## src/rtl/mem_arbiter_if.sv

```systemverilog
// Bundles the I-cache, D-cache and main-memory handshake signals seen by mem_arbiter.
// The slave modport is the arbiter's view; master is the view of the environment
// (caches plus memory model) that drives requests and acknowledges.
interface mem_arbiter_if #(
    parameter int unsigned ADDR_W = 28,
    parameter int unsigned DATA_W = 128
);
    logic              i_read;
    logic [ADDR_W-1:0] i_addr;
    logic              i_ready;
    logic [DATA_W-1:0] i_rdata;

    logic              d_read;
    logic              d_write;
    logic [ADDR_W-1:0] d_addr;
    logic [DATA_W-1:0] d_wdata;
    logic              d_ready;
    logic [DATA_W-1:0] d_rdata;

    logic              mem_read;
    logic              mem_write;
    logic [ADDR_W-1:0] mem_addr;
    logic [DATA_W-1:0] mem_wdata;
    logic              mem_ready;
    logic [DATA_W-1:0] mem_rdata;

    modport slave (
        input  i_read, i_addr, d_read, d_write, d_addr, d_wdata, mem_ready, mem_rdata,
        output i_ready, i_rdata, d_ready, d_rdata, mem_read, mem_write, mem_addr, mem_wdata
    );

    modport master (
        output i_read, i_addr, d_read, d_write, d_addr, d_wdata, mem_ready, mem_rdata,
        input  i_ready, i_rdata, d_ready, d_rdata, mem_read, mem_write, mem_addr, mem_wdata
    );
endinterface

```

## src/rtl/mem_arbiter.sv

```systemverilog
// Shares one main-memory line port between the I-cache and the D-cache.
// One transaction at a time: IDLE (grant) -> BUSY (command held until mem_ready)
// -> RESP (one-cycle ready pulse to the owner) -> IDLE.
// Define ARB_RR_EN for round-robin on contention; otherwise D has fixed priority.
module mem_arbiter #(
    parameter int unsigned ADDR_W = 28,
    parameter int unsigned DATA_W = 128
) (
    input logic           clk,
    input logic           rst,
    mem_arbiter_if.slave  bus
);
    typedef enum logic [1:0] {IDLE, BUSY, RESP} state_t;

    state_t            state_q, state_d;
    logic              owner_q, owner_d;          // 1: D-cache owns the port
    logic              mem_read_q, mem_read_d;
    logic              mem_write_q, mem_write_d;
    logic [ADDR_W-1:0] mem_addr_q, mem_addr_d;
    logic [DATA_W-1:0] mem_wdata_q, mem_wdata_d;
    logic [DATA_W-1:0] rdata_q, rdata_d;
    logic              i_ready_q, i_ready_d;
    logic              d_ready_q, d_ready_d;
`ifdef ARB_RR_EN
    logic              last_d_q, last_d_d;        // 1: D won the last contended grant
`endif

    logic d_req;
    logic i_req;
    logic grant_d;

    // Next-state, grant and memory-command logic
    always_comb begin
        state_d     = state_q;
        owner_d     = owner_q;
        mem_read_d  = mem_read_q;
        mem_write_d = mem_write_q;
        mem_addr_d  = mem_addr_q;
        mem_wdata_d = mem_wdata_q;
        rdata_d     = rdata_q;
        i_ready_d   = 1'b0;
        d_ready_d   = 1'b0;
`ifdef ARB_RR_EN
        last_d_d    = last_d_q;
`endif
        d_req   = bus.d_read | bus.d_write;
        i_req   = bus.i_read;
        grant_d = d_req;

        unique case (state_q)
            IDLE: begin
`ifdef ARB_RR_EN
                if (d_req && i_req) begin
                    grant_d  = ~last_d_q;
                    last_d_d = ~last_d_q;
                end
`endif
                if (d_req || i_req) begin
                    owner_d = grant_d;
                    state_d = BUSY;
                    if (grant_d) begin
                        mem_addr_d = bus.d_addr;
                        if (bus.d_write) begin
                            mem_write_d = 1'b1;
                            mem_read_d  = 1'b0;
                            mem_wdata_d = bus.d_wdata;
                        end else begin
                            mem_write_d = 1'b0;
                            mem_read_d  = 1'b1;
                        end
                    end else begin
                        mem_addr_d  = bus.i_addr;
                        mem_write_d = 1'b0;
                        mem_read_d  = 1'b1;
                    end
                end
            end
            BUSY: begin
                if (bus.mem_ready) begin
                    if (mem_read_q) begin
                        rdata_d = bus.mem_rdata;
                    end
                    mem_read_d  = 1'b0;
                    mem_write_d = 1'b0;
                    i_ready_d   = ~owner_q;
                    d_ready_d   = owner_q;
                    state_d     = RESP;
                end
            end
            RESP: begin
                state_d = IDLE;
            end
            default: begin
                state_d = IDLE;
            end
        endcase
    end

    // State and output registers; reset abandons any transaction in flight
    always_ff @(posedge clk or posedge rst) begin
        if (rst) begin
            state_q     <= IDLE;
            owner_q     <= 1'b0;
            mem_read_q  <= 1'b0;
            mem_write_q <= 1'b0;
            mem_addr_q  <= '0;
            mem_wdata_q <= '0;
            rdata_q     <= '0;
            i_ready_q   <= 1'b0;
            d_ready_q   <= 1'b0;
`ifdef ARB_RR_EN
            last_d_q    <= 1'b1;
`endif
        end else begin
            state_q     <= state_d;
            owner_q     <= owner_d;
            mem_read_q  <= mem_read_d;
            mem_write_q <= mem_write_d;
            mem_addr_q  <= mem_addr_d;
            mem_wdata_q <= mem_wdata_d;
            rdata_q     <= rdata_d;
            i_ready_q   <= i_ready_d;
            d_ready_q   <= d_ready_d;
`ifdef ARB_RR_EN
            last_d_q    <= last_d_d;
`endif
        end
    end

    assign bus.mem_read  = mem_read_q;
    assign bus.mem_write = mem_write_q;
    assign bus.mem_addr  = mem_addr_q;
    assign bus.mem_wdata = mem_wdata_q;
    assign bus.i_ready   = i_ready_q;
    assign bus.d_ready   = d_ready_q;
    assign bus.i_rdata   = rdata_q;
    assign bus.d_rdata   = rdata_q;
endmodule

```

## src/flat_wrapper.sv

```systemverilog
// flat-port wrapper written by rule: the top's interface ports become plain ports
module mem_arbiter_flat 
#(
    parameter int unsigned ADDR_W = 28,
    parameter int unsigned DATA_W = 128
)
  (clk, rst, bus_i_read, bus_i_addr, bus_d_read, bus_d_write, bus_d_addr, bus_d_wdata, bus_mem_ready, bus_mem_rdata, bus_i_ready, bus_i_rdata, bus_d_ready, bus_d_rdata, bus_mem_read, bus_mem_write, bus_mem_addr, bus_mem_wdata);
  mem_arbiter_if #(.ADDR_W(ADDR_W), .DATA_W(DATA_W)) bus_i ();
  input logic clk;
  input logic rst;
  input wire logic [$bits(bus_i.i_read)-1:0] bus_i_read;
  input wire logic [$bits(bus_i.i_addr)-1:0] bus_i_addr;
  input wire logic [$bits(bus_i.d_read)-1:0] bus_d_read;
  input wire logic [$bits(bus_i.d_write)-1:0] bus_d_write;
  input wire logic [$bits(bus_i.d_addr)-1:0] bus_d_addr;
  input wire logic [$bits(bus_i.d_wdata)-1:0] bus_d_wdata;
  input wire logic [$bits(bus_i.mem_ready)-1:0] bus_mem_ready;
  input wire logic [$bits(bus_i.mem_rdata)-1:0] bus_mem_rdata;
  output wire logic [$bits(bus_i.i_ready)-1:0] bus_i_ready;
  output wire logic [$bits(bus_i.i_rdata)-1:0] bus_i_rdata;
  output wire logic [$bits(bus_i.d_ready)-1:0] bus_d_ready;
  output wire logic [$bits(bus_i.d_rdata)-1:0] bus_d_rdata;
  output wire logic [$bits(bus_i.mem_read)-1:0] bus_mem_read;
  output wire logic [$bits(bus_i.mem_write)-1:0] bus_mem_write;
  output wire logic [$bits(bus_i.mem_addr)-1:0] bus_mem_addr;
  output wire logic [$bits(bus_i.mem_wdata)-1:0] bus_mem_wdata;
  assign bus_i.i_read = bus_i_read;
  assign bus_i.i_addr = bus_i_addr;
  assign bus_i.d_read = bus_d_read;
  assign bus_i.d_write = bus_d_write;
  assign bus_i.d_addr = bus_d_addr;
  assign bus_i.d_wdata = bus_d_wdata;
  assign bus_i.mem_ready = bus_mem_ready;
  assign bus_i.mem_rdata = bus_mem_rdata;
  assign bus_i_ready = bus_i.i_ready;
  assign bus_i_rdata = bus_i.i_rdata;
  assign bus_d_ready = bus_i.d_ready;
  assign bus_d_rdata = bus_i.d_rdata;
  assign bus_mem_read = bus_i.mem_read;
  assign bus_mem_write = bus_i.mem_write;
  assign bus_mem_addr = bus_i.mem_addr;
  assign bus_mem_wdata = bus_i.mem_wdata;
  mem_arbiter #(.ADDR_W(ADDR_W), .DATA_W(DATA_W)) u_core (.clk(clk), .rst(rst), .bus(bus_i));
endmodule
```

## config.mk

```make
export PLATFORM = sky130hd
export DESIGN_NAME = mem_arbiter_flat
export DESIGN_NICKNAME = d
export VERILOG_FILES = /design/src/rtl/mem_arbiter_if.sv /design/src/rtl/mem_arbiter.sv /design/src/flat_wrapper.sv
export SDC_FILE = /design/constraint.sdc
export NUM_CORES = 1
export LEC_CHECK = 0
export CAP_MARGIN = 10
export CORE_AREA = 2 2 284 286
export CTS_BUF_LIST = sky130_fd_sc_hd__clkbuf_4
export CTS_CLUSTER_DIAMETER = 120
export DETAILED_ROUTE_END_ITERATION = 10
export DIE_AREA = 0 0 286 288
export SYNTH_ARGS = -nofsm -noshare
export SYNTH_HDL_FRONTEND = slang
export SYNTH_SLANG_ARGS = --single-unit
export TNS_END_PERCENT = 1
```

## constraint.sdc

```tcl
create_clock -name clk -period 10.1 [get_ports clk]
set_input_delay 2.02 -clock clk [delete_from_list [all_inputs] [get_ports clk]]
set_output_delay 2.02 -clock clk [all_outputs]
set_load 0.1 [all_outputs]
```

== Yosys cells after proc, flatten, opt, wreduce, memory -nomap -nowiden ==
Cells that the tools add are included.

* Multipliers: 0
* Add/subtract/negate cells: 0
* Reduce and logical (&&, ||, !) cells: 8
* Div/mod/pow operators: 0
* Bitwise operators: 2
* Equal/unequal tests: 3
* Shift operators: 0
* $lt $le $gt $ge: 0
* Muxes and demuxes: 17

{| class="wikitable"
|+ Operators with widths
! kind !! number
|-
| $mux 28 || 1
|-
| $mux 1 || 11
|-
| $reduce_and 3->1 || 2
|-
| $mux 2 || 2
|-
| $pmux 1 s2 || 2
|-
| $pmux 2 s2 || 1
|-
| $reduce_and 2->1 || 2
|-
| $reduce_and 4->1 || 1
|-
| $eq 2x1->1 const B || 1
|-
| $logic_not 2->1 || 1
|-
| $ne 2x1->1 const B || 1
|-
| $ne 2x2->1 const B || 1
|-
| $reduce_bool 2->1 || 1
|-
| $logic_or 1x1->1 || 1
|-
| $not 1->1 || 1
|-
| $or 1x1->1 || 1
|}

* Latch bits: 0
* Logic and storage cells: 39
* Memory bits (read-only): 0
* Input bits: 318
* RAM bits: 0
* Output and inout port bits: 416
* Memories: 0
* Flip-flop bits (word level): 291

== Longest topological paths before layout ==
* Depth in word-level cells: 4
* Mapped depth: 6
* Depth with buffers taken out: 4

== Worst setup path before layout ==
OpenSTA, ideal clock, no wires.

* Path kind: reg-to-output
* Start: register u_core.rdata_q[0] (netlist: u_core.bus.d_rdata[0])
* End: output bus_i_rdata[0]
* Arrival time: 1340 ps
* Path buffers: 1
* Required time: 8080 ps
* Cell stages (with the launch flop): 2
* Setup slack: 6740 ps
* Path through: dfrtp_1 buf_4

{| class="wikitable"
|+ RTL lines
! item !! RTL line !! RTL
|-
| start, declared || mem_arbiter.sv:21 || <nowiki>logic [DATA_W-1:0] rdata_q, rdata_d;</nowiki>
|-
| start signal, assigned || mem_arbiter.sv:121 || <nowiki>rdata_q <= rdata_d;</nowiki>
|-
| end, declared || flat_wrapper.sv:20 || <nowiki>output wire logic [$bits(bus_i.i_rdata)-1:0] bus_i_rdata;</nowiki>
|}

No word-level cell between the ends.

== Final worst setup path ==
* Start: register u_core.mem_read_q (netlist: u_core.bus.mem_read)
* End: output bus_mem_read

{| class="wikitable"
|+ RTL lines
! item !! RTL line !! RTL
|-
| start, declared || mem_arbiter.sv:17 || <nowiki>logic mem_read_q, mem_read_d;</nowiki>
|-
| start signal, assigned || mem_arbiter.sv:117 || <nowiki>mem_read_q <= mem_read_d;</nowiki>
|-
| end, declared || flat_wrapper.sv:23 || <nowiki>output wire logic [$bits(bus_i.mem_read)-1:0] bus_mem_read;</nowiki>
|}

No word-level cell between the ends.

==> impl_metrics.ini <==
[grt]
antenna_found_initial = 7
gr-total-overflow = 0
grt_max_degree = 151
grt_pass1_wl_um = 61100
grt_pass1_vias = 9907
grt_usage_pct = 9.65

[timing]
setup_viol = 0
period_share_pct = 44.3
worst_hold_slack_ps = 500
finalCriticalPeriod_ps = 4480
setup-tns-final_ps = 0
finalHoldViolations = 0
slew_headroom_pct = 25.2
finalClockSkew_ps = 64.7
rsz0062_at_grt = false
report.final.slew_viol_count = 0
tightestPinTransition_ps = 1120
fmax_mhz = 223

[synth]
synthFlopType = dfrtp_1
syn_nets = 1100
ys_types = 23
synth_area_per_cell_um2 = 16.8
syn_inst = 782
yosysTopAreaCellShare_pct = 55.3
synthesis.area_mm2 = 0.0132
synthArstFlopShare_pct = 100
ys_ff_latch = 291
synth_edf_count = 0
synth_area_leaders = dfrtp_1, mux2_4, buf_4
ys_seq_area_share_pct = 55.3
yosysWarnings = 0
synth_area_leader_cell = dfrtp_1

[clocking]
post_cts_resized = 0
cts_tree = built
path_clk_slew_ps = 60
clk_latency_ps = 790
htree_num_levels = 3
cts_buffers = 85
clock_sinks = 291
post_cts_buffers = 0
holdBufCountCts = 0
cts_buffer_depth = 3
cts.root.buffer_cell = clkbuf_4

[layout]
area_delta_synth_final_pct = 64.2
finalNetCount = 1765
drive_above_1_share_pct = 30.1

[worst_setup_path]
cp_max_fo = 3
crit_chain = clkdlybuf4s50_1
crit_arrival_ps = 2460
worstPathRequired_ps = 8080
crit_path_max_incr_delay_ps = 1230
end_kind = output port
worst-path-buf-inv = 1
path_delay_family = buffers and inverters
cp-start-kind = register
critPathKind = register to output port
r2r_cells = 4
cp_num_cells = 1
crit_path_top_delay_cell = clkdlybuf4s50_1

[detailed_routing]
vias = 8863
firstDrtPassIters = 4
route.detailed.drc = 0
first_iter_violations = 176
via_per_inst = 3.44
totalWireLength_um = 41900
drtAntennaViolNets = 0
post_drt_wl_per_cell_um = 16.3

[floorplanning]
dieWidth_um = 286
die_h_um = 288
design.die.area_mm2 = 0.0824
num_rows = 104
coreArea_mm2 = 0.0796
start_util_pct = 16.5
num_io_pins = 734

[placed_design]
globalplace.congestion = 0.833
io_buffers = 733
dp_hpwl_um = 31000

[flow_run]
maxCapViolCount = 0

[run_status]
outcome = complete, no violations

[min_path]
hold_path_class = register to register
holdPathStages = 1
-- through the flow --
step	setup WS [ps]	util, %	area [um^2]	cells
finish	5620	27.2	21600	2575
global route	5470	27.2	21600	2575
CTS	5470	27.2	21600	2573
detailed placement	5370	25.8	20500	2420
global placement	5370	25.8	20500	2420
floorplan	45.9	-	13200	782
-- synth_stat cells, types with 2 or more instances --
master	n
buf_12	10
buf_4	134
buf_6	15
dfrtp_1	291
mux2_2	83
mux2_4	229
nand2_1	3
nor2_2	2
-- cell usage in the layout (no fill, tap or decap) --
| master | Yosys | routed |
|---|---|---|
| clkdlybuf4s50_1 | 0 | 733 |
| dfrtp_1 | 291 | 291 |
| mux2_4 | 229 | 229 |
| clkbuf_4 | 0 | 119 |
| mux2_2 | 83 | 83 |
| clkinv_1 | 0 | 26 |
| buf_4 | 134 | 4 |
| diode_2 | 0 | 2 |
| nor2_2 | 2 | 2 |
| inv_2 | 1 | 2 |
| nand2_1 | 3 | 2 |
| clkinv_4 | 0 | 2 |
| bufinv_16 | 0 | 2 |
| buf_12 | 10 | 2 |
| and2_4 | 1 | 1 |
| nand2b_1 | 1 | 1 |
| or2_2 | 1 | 1 |
| o21ai_4 | 0 | 1 |
| o21ai_0 | 1 | 1 |
| nand3b_4 | 1 | 1 |
| nand2_4 | 0 | 1 |
| and2_1 | 1 | 1 |
| nor2_1 | 1 | 1 |
| inv_8 | 0 | 1 |
| mux2i_1 | 1 | 1 |
| a31o_2 | 1 | 1 |
| a22o_1 | 1 | 1 |
| clkinvlp_4 | 0 | 1 |
| inv_6 | 0 | 1 |
| clkinv_2 | 0 | 1 |
-- layout make-up --
cell class | instances | area (um^2)
Antenna cell | 2 | 5.00
Tap cell | 1060 | 1330
Inverter | 2 | 15.0
Timing Repair Buffer | 739 | 7410
Clock buffer | 119 | 893
Multi-Input combinational cell | 328 | 4500
Sequential cell | 291 | 7280
Fill cell | 8233 | 58000
Clock inverter | 34 | 200
-- routing by layer --
metal	part of all wire, %	up-vias	wire [um]	GRT usage, %
met4	3.5	10	1450	4.52
met3	8.7	100	3660	3.41
met5	0.14	-	57	0
li1	-	3949	-	-
met2	50	451	20900	16.5
met1	38	4353	15800	10.7
-- state kept, by name, indices dropped and copies added (netlist names) --
register,cells
u_core.bus.d_rdata,128
u_core.bus.d_ready,1
u_core.bus.i_ready,1
u_core.bus.mem_addr,28
u_core.bus.mem_read,1
u_core.bus.mem_wdata,128
u_core.bus.mem_write,1
u_core.owner_q,1
u_core.state_q,2
-- logic make-up (layout without fill, tap and decap cells) --
| group | Yosys count | after routing | share of synthesized area [%] |
|---|---|---|---|
| buf+inv | 163 | 894 | 10.6 |
| mux | 313 | 313 | 33.3 |
| flops | 291 | 291 | 55.3 |
| simple gates | 11 | 11 | 0.570 |
| compound gates | 4 | 4 | 0.237 |
| other cells | 0 | 2 | 0 |
-- worst paths after layout --
kind,startpoint,to,slack (ps)
worst max-delay path,u_core.bus.mem_read$_DFFE_PP0P_,bus_mem_read,5620
max in group asynchronous,rst,u_core.bus.d_rdata[89]$_DFFE_PP0P_,7000
worst min-delay path,u_core.bus.mem_addr[7]$_DFFE_PP0P_,u_core.bus.mem_addr[7]$_DFFE_PP0P_,500
worst max register to register,u_core.state_q[0]$_DFFE_PP0P_,u_core.bus.mem_wdata[74]$_DFFE_PP0P_,7270
worst min register to register,u_core.bus.mem_addr[7]$_DFFE_PP0P_,u_core.bus.mem_addr[7]$_DFFE_PP0P_,500
min in group asynchronous,rst,u_core.bus.mem_wdata[45]$_DFFE_PP0P_,1710
Power is left out: the tool's default activity adds up to more than one toggle a clock period on the data nets, which glitch-free logic cannot reach.
